### config.mk
export PLATFORM = sky130hd
export DESIGN_NAME = frame_update_scheduler_flat
export DESIGN_NICKNAME = d
export VERILOG_FILES = /design/src/rtl/frame_update_if.sv /design/src/rtl/frame_update_scheduler.sv /design/src/flat_wrapper.sv
export SDC_FILE = /design/constraint.sdc
export NUM_CORES = 1
export LEC_CHECK = 0
export ABC_AREA = 1
export CELL_PAD_IN_SITES_DETAIL_PLACEMENT = 0
export CELL_PAD_IN_SITES_GLOBAL_PLACEMENT = 2
export CORE_UTILIZATION = 37
export DETAILED_ROUTE_END_ITERATION = 7
export DONT_BUFFER_PORTS = 1
export HOLD_SLACK_MARGIN = 0.1
export PLACE_DENSITY_LB_ADDON = 0.1
export SETUP_SLACK_MARGIN = 0.5
export SYNTH_ARGS = -nofsm -noshare
export SYNTH_HDL_FRONTEND = slang
export SYNTH_SLANG_ARGS = --single-unit
### constraint.sdc
create_clock -name i_pclk -period 1.66 [get_ports i_pclk]
set_input_delay 0.498 -clock i_pclk [delete_from_list [all_inputs] [get_ports i_pclk]]
set_output_delay 0.498 -clock i_pclk [all_outputs]
set_load 0.01 [all_outputs]
### src/rtl/frame_update_if.sv
// frame_update_if: signal bundle between the frame update scheduler, the VGA timing block and the game-logic clients.
interface frame_update_if #(
    parameter int N_CLIENT = 4,
    parameter int FCNT_W   = 16
);
    logic                vblnk;
    logic [N_CLIENT-1:0] en;
    logic [N_CLIENT-1:0] upd_done;
    logic                clr_err;
    logic [N_CLIENT-1:0] upd_req;
    logic                busy;
    logic                frame_done;
    logic [FCNT_W-1:0]   frame_cnt;
    logic                overrun;
    logic [N_CLIENT-1:0] timeout_err;
    modport master (
        input  vblnk, en, upd_done, clr_err,
        output upd_req, busy, frame_done, frame_cnt, overrun, timeout_err
    );
    modport slave (
        output vblnk, en, upd_done, clr_err,
        input  upd_req, busy, frame_done, frame_cnt, overrun, timeout_err
    );
endinterface

### src/rtl/frame_update_scheduler.sv
// frame_update_scheduler: grants per-frame update slots to enabled clients in index order during vertical blanking,
// with per-slot timeout and overrun detection when blanking ends early.
module frame_update_scheduler #(
    parameter int N_CLIENT = 4,
    parameter int TIMEOUT  = 4096,
    parameter int TMR_W    = 13,
    parameter int FCNT_W   = 16
) (
    input  logic           i_pclk,
    input  logic           i_rst_n,
    frame_update_if.master bus
);
    localparam int IDX_W = N_CLIENT > 1 ? $clog2(N_CLIENT) : 1;
    typedef enum logic [1:0] {IDLE, WAIT, DONE} state_t;
    state_t              r_state;
    logic                r_vblnk_q, r_armed, r_busy, r_frame_done, r_overrun;
    logic [N_CLIENT-1:0] r_en_lat, r_upd_req, r_timeout_err;
    logic [IDX_W-1:0]    r_idx;
    logic [TMR_W-1:0]    r_timer;
    logic [FCNT_W-1:0]   r_frame_cnt;
    logic                w_rise, w_done, w_tmo, w_first_ok, w_next_ok;
    logic [IDX_W-1:0]    w_first, w_next;

    // r_armed blocks a false rise when vblnk is already high as reset releases
    assign w_rise = bus.vblnk & ~r_vblnk_q & r_armed;
    assign w_done = bus.upd_done[r_idx];
    assign w_tmo  = r_timer == TMR_W'(TIMEOUT - 1);

    always_comb begin
        w_first_ok = 1'b0;
        w_first    = '0;
        w_next_ok  = 1'b0;
        w_next     = '0;
        for (int i = N_CLIENT - 1; i >= 0; i--) begin
            if (bus.en[i]) begin
                w_first_ok = 1'b1;
                w_first    = IDX_W'(i);
            end
            if (r_en_lat[i] && i > int'(r_idx)) begin
                w_next_ok = 1'b1;
                w_next    = IDX_W'(i);
            end
        end
    end

    always_ff @(posedge i_pclk or negedge i_rst_n) begin
        if (!i_rst_n) begin
            r_state       <= IDLE;
            r_vblnk_q     <= 1'b0;
            r_armed       <= 1'b0;
            r_upd_req     <= '0;
            r_busy        <= 1'b0;
            r_frame_done  <= 1'b0;
            r_frame_cnt   <= '0;
            r_overrun     <= 1'b0;
            r_timeout_err <= '0;
            r_timer       <= '0;
            r_en_lat      <= '0;
            r_idx         <= '0;
        end else begin
            r_vblnk_q    <= bus.vblnk;
            r_armed      <= r_armed | ~bus.vblnk;
            r_frame_done <= 1'b0;
            if (bus.clr_err) begin
                r_overrun     <= 1'b0;
                r_timeout_err <= '0;
            end
            case (r_state)
                IDLE: if (w_rise) begin
                    r_frame_cnt <= r_frame_cnt + FCNT_W'(1);
                    r_en_lat    <= bus.en;
                    r_idx       <= w_first;
                    r_timer     <= '0;
                    if (w_first_ok) begin
                        r_state   <= WAIT;
                        r_upd_req <= N_CLIENT'(1) << w_first;
                        r_busy    <= 1'b1;
                    end else begin
                        r_state      <= DONE;
                        r_frame_done <= 1'b1;
                    end
                end
                WAIT: if (!bus.vblnk) begin
                    r_state   <= IDLE;
                    r_upd_req <= '0;
                    r_busy    <= 1'b0;
                    r_overrun <= 1'b1;
                    r_timer   <= '0;
                end else if (w_done || w_tmo) begin
                    r_timer <= '0;
                    if (!w_done)
                        r_timeout_err[r_idx] <= 1'b1;
                    if (w_next_ok) begin
                        r_idx     <= w_next;
                        r_upd_req <= N_CLIENT'(1) << w_next;
                    end else begin
                        r_state      <= DONE;
                        r_upd_req    <= '0;
                        r_busy       <= 1'b0;
                        r_frame_done <= 1'b1;
                    end
                end else begin
                    r_timer <= r_timer + TMR_W'(1);
                end
                default: if (!bus.vblnk) r_state <= IDLE;
            endcase
        end
    end

    assign bus.upd_req     = r_upd_req;
    assign bus.busy        = r_busy;
    assign bus.frame_done  = r_frame_done;
    assign bus.frame_cnt   = r_frame_cnt;
    assign bus.overrun     = r_overrun;
    assign bus.timeout_err = r_timeout_err;
endmodule

### src/flat_wrapper.sv
// flat-port wrapper written by rule: the top's interface ports become plain ports
module frame_update_scheduler_flat 
#(
    parameter int N_CLIENT = 4,
    parameter int TIMEOUT  = 4096,
    parameter int TMR_W    = 13,
    parameter int FCNT_W   = 16
)
  (i_pclk, i_rst_n, bus_vblnk, bus_en, bus_upd_done, bus_clr_err, bus_upd_req, bus_busy, bus_frame_done, bus_frame_cnt, bus_overrun, bus_timeout_err);
  frame_update_if #(.N_CLIENT(N_CLIENT), .FCNT_W(FCNT_W)) bus_i ();
  input  logic i_pclk;
  input  logic i_rst_n;
  input wire logic [$bits(bus_i.vblnk)-1:0] bus_vblnk;
  input wire logic [$bits(bus_i.en)-1:0] bus_en;
  input wire logic [$bits(bus_i.upd_done)-1:0] bus_upd_done;
  input wire logic [$bits(bus_i.clr_err)-1:0] bus_clr_err;
  output wire logic [$bits(bus_i.upd_req)-1:0] bus_upd_req;
  output wire logic [$bits(bus_i.busy)-1:0] bus_busy;
  output wire logic [$bits(bus_i.frame_done)-1:0] bus_frame_done;
  output wire logic [$bits(bus_i.frame_cnt)-1:0] bus_frame_cnt;
  output wire logic [$bits(bus_i.overrun)-1:0] bus_overrun;
  output wire logic [$bits(bus_i.timeout_err)-1:0] bus_timeout_err;
  assign bus_i.vblnk = bus_vblnk;
  assign bus_i.en = bus_en;
  assign bus_i.upd_done = bus_upd_done;
  assign bus_i.clr_err = bus_clr_err;
  assign bus_upd_req = bus_i.upd_req;
  assign bus_busy = bus_i.busy;
  assign bus_frame_done = bus_i.frame_done;
  assign bus_frame_cnt = bus_i.frame_cnt;
  assign bus_overrun = bus_i.overrun;
  assign bus_timeout_err = bus_i.timeout_err;
  frame_update_scheduler #(.N_CLIENT(N_CLIENT), .TIMEOUT(TIMEOUT), .TMR_W(TMR_W), .FCNT_W(FCNT_W)) u_core (.i_pclk(i_pclk), .i_rst_n(i_rst_n), .bus(bus_i));
endmodule
Word level (Yosys, flattened, before mapping)
Index checks and enable logic that the tools add are counted.
Widths: inputs -> output; s select.
- latch bits: 0
- word-level logic and storage cells: 110
- memory bits (writable): 0
- output and inout port bits: 27
- register bits: 50
- ROM bits: 0
- memories: 0
- input port bits: 12
- equal/unequal tests: 10
- mux-type cells: 60
- div/mod/pow operators: 0
- multipliers: 0
- magnitude comparators: 5
- reduce and logical (&&, ||, !) cells: 13
- add/sub/neg operators: 2
- bitwise logic cells: 6
- shift-type cells: 2
- operators by type and width (kind ; count):
    $mux 4 ; 10
    $mux 13 ; 3
    $mux 2 ; 17
    $pmux 13 s2 ; 1
    $mux 1 ; 22
    $add 16x1->16 const B ; 1
    $add 13x1->13 const B ; 1
    $eq 13x12->1 const B ; 1
    $reduce_and 5->1 ; 2
    $ne 2x1->1 const B ; 4
    $pmux 2 s2 ; 2
    $pmux 4 s2 ; 1
    $reduce_and 4->1 ; 2
    $shl 1x2->4 const A ; 2
    $gt 2x2->1 const A ; 2
    $logic_and 1x1->1 ; 4
    $or 4x4->4 ; 1
    $pmux 1 s2 ; 2
    $reduce_and 2->1 ; 2
    $lt 2x3->1 const B ; 1
    $ne 3x1->1 const B ; 1
    $ne 3x2->1 const B ; 1
    $ne 3x3->1 const B ; 1
    $and 1x1->1 ; 2
    other kinds (11) ; 12

Depth between registers and ports, before layout
- word-level depth: 10
- gate-level depth with buffers: 10

Worst setup path before layout
Ideal clock, no wire load.
- path type: flip-flop to flip-flop
- start: register u_core.r_timer[0]
- end: register u_core.r_timer[11]
- path buffers: 0
- arrival time: 1320 ps
- library setup time: 123 ps
- slack: 217 ps
- data required time: 1537 ps
- stages on the path, launching flop included: 9
- cell sequence: dfrtp_1 > ha_1 > nand3_1 > nor2_2 > nand2_1 > nand3_4 > inv_4 > nor2_4 > nor2_1
- word-level cells in the longest chain between the ends: 5
- elaborated cells between the ends (all ways): 6
- RTL lines (what ; RTL line ; RTL):
    from (decl) ; frame_update_scheduler.sv:19 ; logic [TMR_W-1:0] r_timer;
    from (signal assigned) ; frame_update_scheduler.sv:103 ; r_timer <= r_timer + TMR_W'(1);
    branches (longest 2 deep; another with $add 13x1->13) ; -- ;
    $mux 13 * ; frame_update_scheduler.sv:89 ; end else if (w_done || w_tmo) begin
    $mux 13 * ; frame_update_scheduler.sv:83 ; WAIT: if (!bus.vblnk) begin
    $pmux 13 s2 * ; frame_update_scheduler.sv:68 ; case (r_state)
Mark *: on every way between the ends.
A chain may end at the register's enable or synchronous reset.

Final worst setup path
- start: register u_core.r_timer[1]
- end: register u_core.r_timer[3]
Same word-level chain as after synthesis.

==> metrics.txt <==
outcome=finished, violations left; failing checks=hold timing; initial core utilization=38.6%; Post-Synth Adder-Cell Area=0.948%; Min Hold Slack=-131 ps; Worst EP arrival=1690 ps; gr usage total=19.2%; worst reg-to-reg path cell count=8; yosys warns=0; via count=2329; number of global-route vias before repair=2228; worst vdd ir=725 µV; root buffer selected by CTS=clkbuf_8; Die X=86.5 µm; DR WL/cell=14.1 µm; sequential area share after synthesis=46.5%; crit end category=flip-flop; Final TNS setup=0 ps; area fraction in compound gates after synthesis=3.41%; Die Y=86.5 µm; CP Cell Sequence=ha_2, nand3_4, nor2_4, nand2_4, nand3_4, inv_4, nor2_4, nor2_1; Int Power=0.00328 W; XOR/XNOR Fraction of Synth Area=5.64%; reg2reg end=u_core.r_timer[3]; H-tree depth=2; DRC viols=0; fraction of layout cells with a size suffix above 1=41.3%; clock-pin slew on the worst setup and hold paths=100 ps; largest net degree at the start of global routing=50; Clock Path Buffers=2; number of port buffers=0; largest family of logic cells by synthesized area=simple AND/OR/NAND/NOR gates; Fmax=0.670 GHz; WL met1=3130 µm; P_leak=1.77 nW; synthesis-to-finish area growth=40.3%; total grt overflow=0; CP Data Required Time=1860 ps; max layer used=met4; critical-path maximum fanout=8; crit path time final=1490 ps; syn_area_per_cell=8.05 µm²; Worst setup SP type=flip-flop; Sequential Power Share=32.1%; Final Wtd Congestion=0.757; most common cell after layout, fill and taps aside=nand2_1; first-pass GRT wire length=10900 µm; Synth cell types=31; # setup viols final=0; drt total wl=6780 µm; flip-flop and latch area=0.00124 mm²; endpoints failing hold=49; die area=0.00747 mm²; Register-to-Register Setup Slack=170 ps; Clk pwr share=19.0%; Top delay family on crit path=simple AND/OR/NAND/NOR gates; Detailed Routing Iterations Pass 1=4; Slew @ Worst Pin=295 ps; multi-input logic area=0.00157 mm²; Switching Fraction=38.9%; Worst Skew=10.5 ps; Synth area leaders=dfrtp_1 46%, nand2_1 15%, nand3_1 5.5%; CTS tree=built; DR WL met2=3270 µm; simple-gate share of the synthesized area=37.2%; Ports=39; Pwr Density=1450 mW/mm²; CP bufs+invs=1; Slew HR=80.3%; drt via density=4.84; max-cap violations=0; worst hold path type=in -> async; combinational power share=48.8%; RSZ-0062 raised after global routing=yes; Filler Cell Count=643; Util after Layout=54.2%; Final ANT Viol Nets=0; cell taking the most area after synthesis=dfrtp_1; metal3 WL=277 µm; Critical R2R Launch=u_core.r_timer[1]; Worst Setup Path Type=reg -> reg; switching power=0.00209 W; CTS buffer count=5; Slowest cell on crit path=dfrtp_1; most frequent cells in the layout=78 x nand2_1, 34 x dfrtp_1, 30 x buf_4; initial antenna violation count=0; mux cell area share after synthesis=0%; synthesized area=0.00264 mm²; Initial DRC Count=90; Crit path depth=8; Layout Nets=398; slowest stage delay, CP=370 ps; Diodes inserted=0; Yosys top cell area share=46.5%; overall power=0.00537 W; Core Region=0.00683 mm²; period utilization=89.9%; Net Count, Synth=342; Cells after Synth=328; Final Max Slew Viols=0; HPWL Detailed=4490 µm; clock tree sinks=49; Seq cells post-synth=49; clock latency on the worst-skew pair=310 ps; row count=30
registers in the layout, summed over array words and instances, names as in the netlist:
register,cells
u_core.r_timer,13
u_core.bus.overrun,1
u_core.bus.timeout_err,4
u_core.bus.frame_done,1
u_core.r_armed,1
u_core.r_state,2
u_core.r_idx,2
u_core.r_vblnk_q,1
u_core.r_en_lat,3
u_core.bus.busy,1
u_core.bus.frame_cnt,16
u_core.bus.upd_req,4
worst reg2reg max path, cell delays in order, from the launching register on:
cell     delay, ps
dfrtp_1        370
ha_2           210
nand3_4         90
nor2_4         170
nand2_4         90
nand3_4        110
inv_4           60
nor2_4         210
nor2_1          70
worst max-delay path by stage:
| stage | from | to | slack [ps] |
|---|---|---|---|
| after global placement | u_core.r_state[0] | u_core.r_timer[3] | 140 |
| after global routing | u_core.r_timer[0] | u_core.r_timer[11] | 80 |
| after detailed placement | u_core.r_idx[0] | u_core.r_timer[8] | 100 |
| after floorplan | u_core.bus.frame_cnt[3] | u_core.bus.frame_cnt[10] | 290 |
| final | u_core.r_timer[1] | u_core.r_timer[3] | 170 |
| after CTS | u_core.r_state[0] | u_core.bus.frame_cnt[14] | 170 |
power groups by stage:
stage,logic [W],registers [W],clock network (W)
floorplan,0.00111,0.00168,0
global placement,0.00147,0.00170,0
detailed placement,0.00146,0.00171,0
CTS,0.00217,0.00171,0.00105
global route,0.00285,0.00175,0.00108
finish,0.00262,0.00173,0.00102
through the flow:
step	cell area [µm²]	worst slack, ps	instances
after floorplan	2720	291	328
after global placement	2870	138	430
after detailed placement	2870	102	430
after CTS	3390	167	463
after global routing	3700	75.8	481
final	3700	167	481
logic make-up (layout without fill, tap and decap cells):
| group | after synthesis | count (layout) |
|---|---|---|
| buffers and inverters | 38 | 93 |
| XOR/XNOR | 17 | 17 |
| flip-flops | 49 | 49 |
| AND/OR/NAND/NOR | 205 | 207 |
| adder cells (fa/ha/maj) | 2 | 2 |
| AO/OA/AOI/OAI | 17 | 17 |
cell type report:
cell class	instances	area share [%]
multi-input cells	243	42.5
flip-flops and latches	49	33.6
repair buffers	50	13.1
inverters	35	3.89
well taps	96	3.24
clock buffers	5	1.86
clock inverters	3	1.76
cells in the mapped netlist, drive strengths merged:
master    n
nand2   108
dfrtp    49
nand3b    1
o21ai    13
a21oi     2
xnor2     6
nor2     41
ha        2
xor2     11
inv      35
a21boi    1
o21a      1
or2       2
buf       3
nor3      4
nand3    33
and2      1
nand4    15
timing repair:
action,4_1_cts,5_1_grt
endpoints found under the hold margin,49,49
pin swaps,18,29
gates cloned,2,0
endpoints found under the setup margin,73,74
gates resized for setup,47,58
buffers inserted,23,18
layer usage:
| layer | up-vias | track usage [%] |
|---|---|---|
| li1 | 1161 | - |
| met4 | 0 | 7.27 |
| met1 | 1106 | 25.4 |
| met3 | 11 | 4.57 |
| met5 | - | 0 |
| met2 | 51 | 30.4 |
Note: power is estimated with default switching activity, not from simulation.
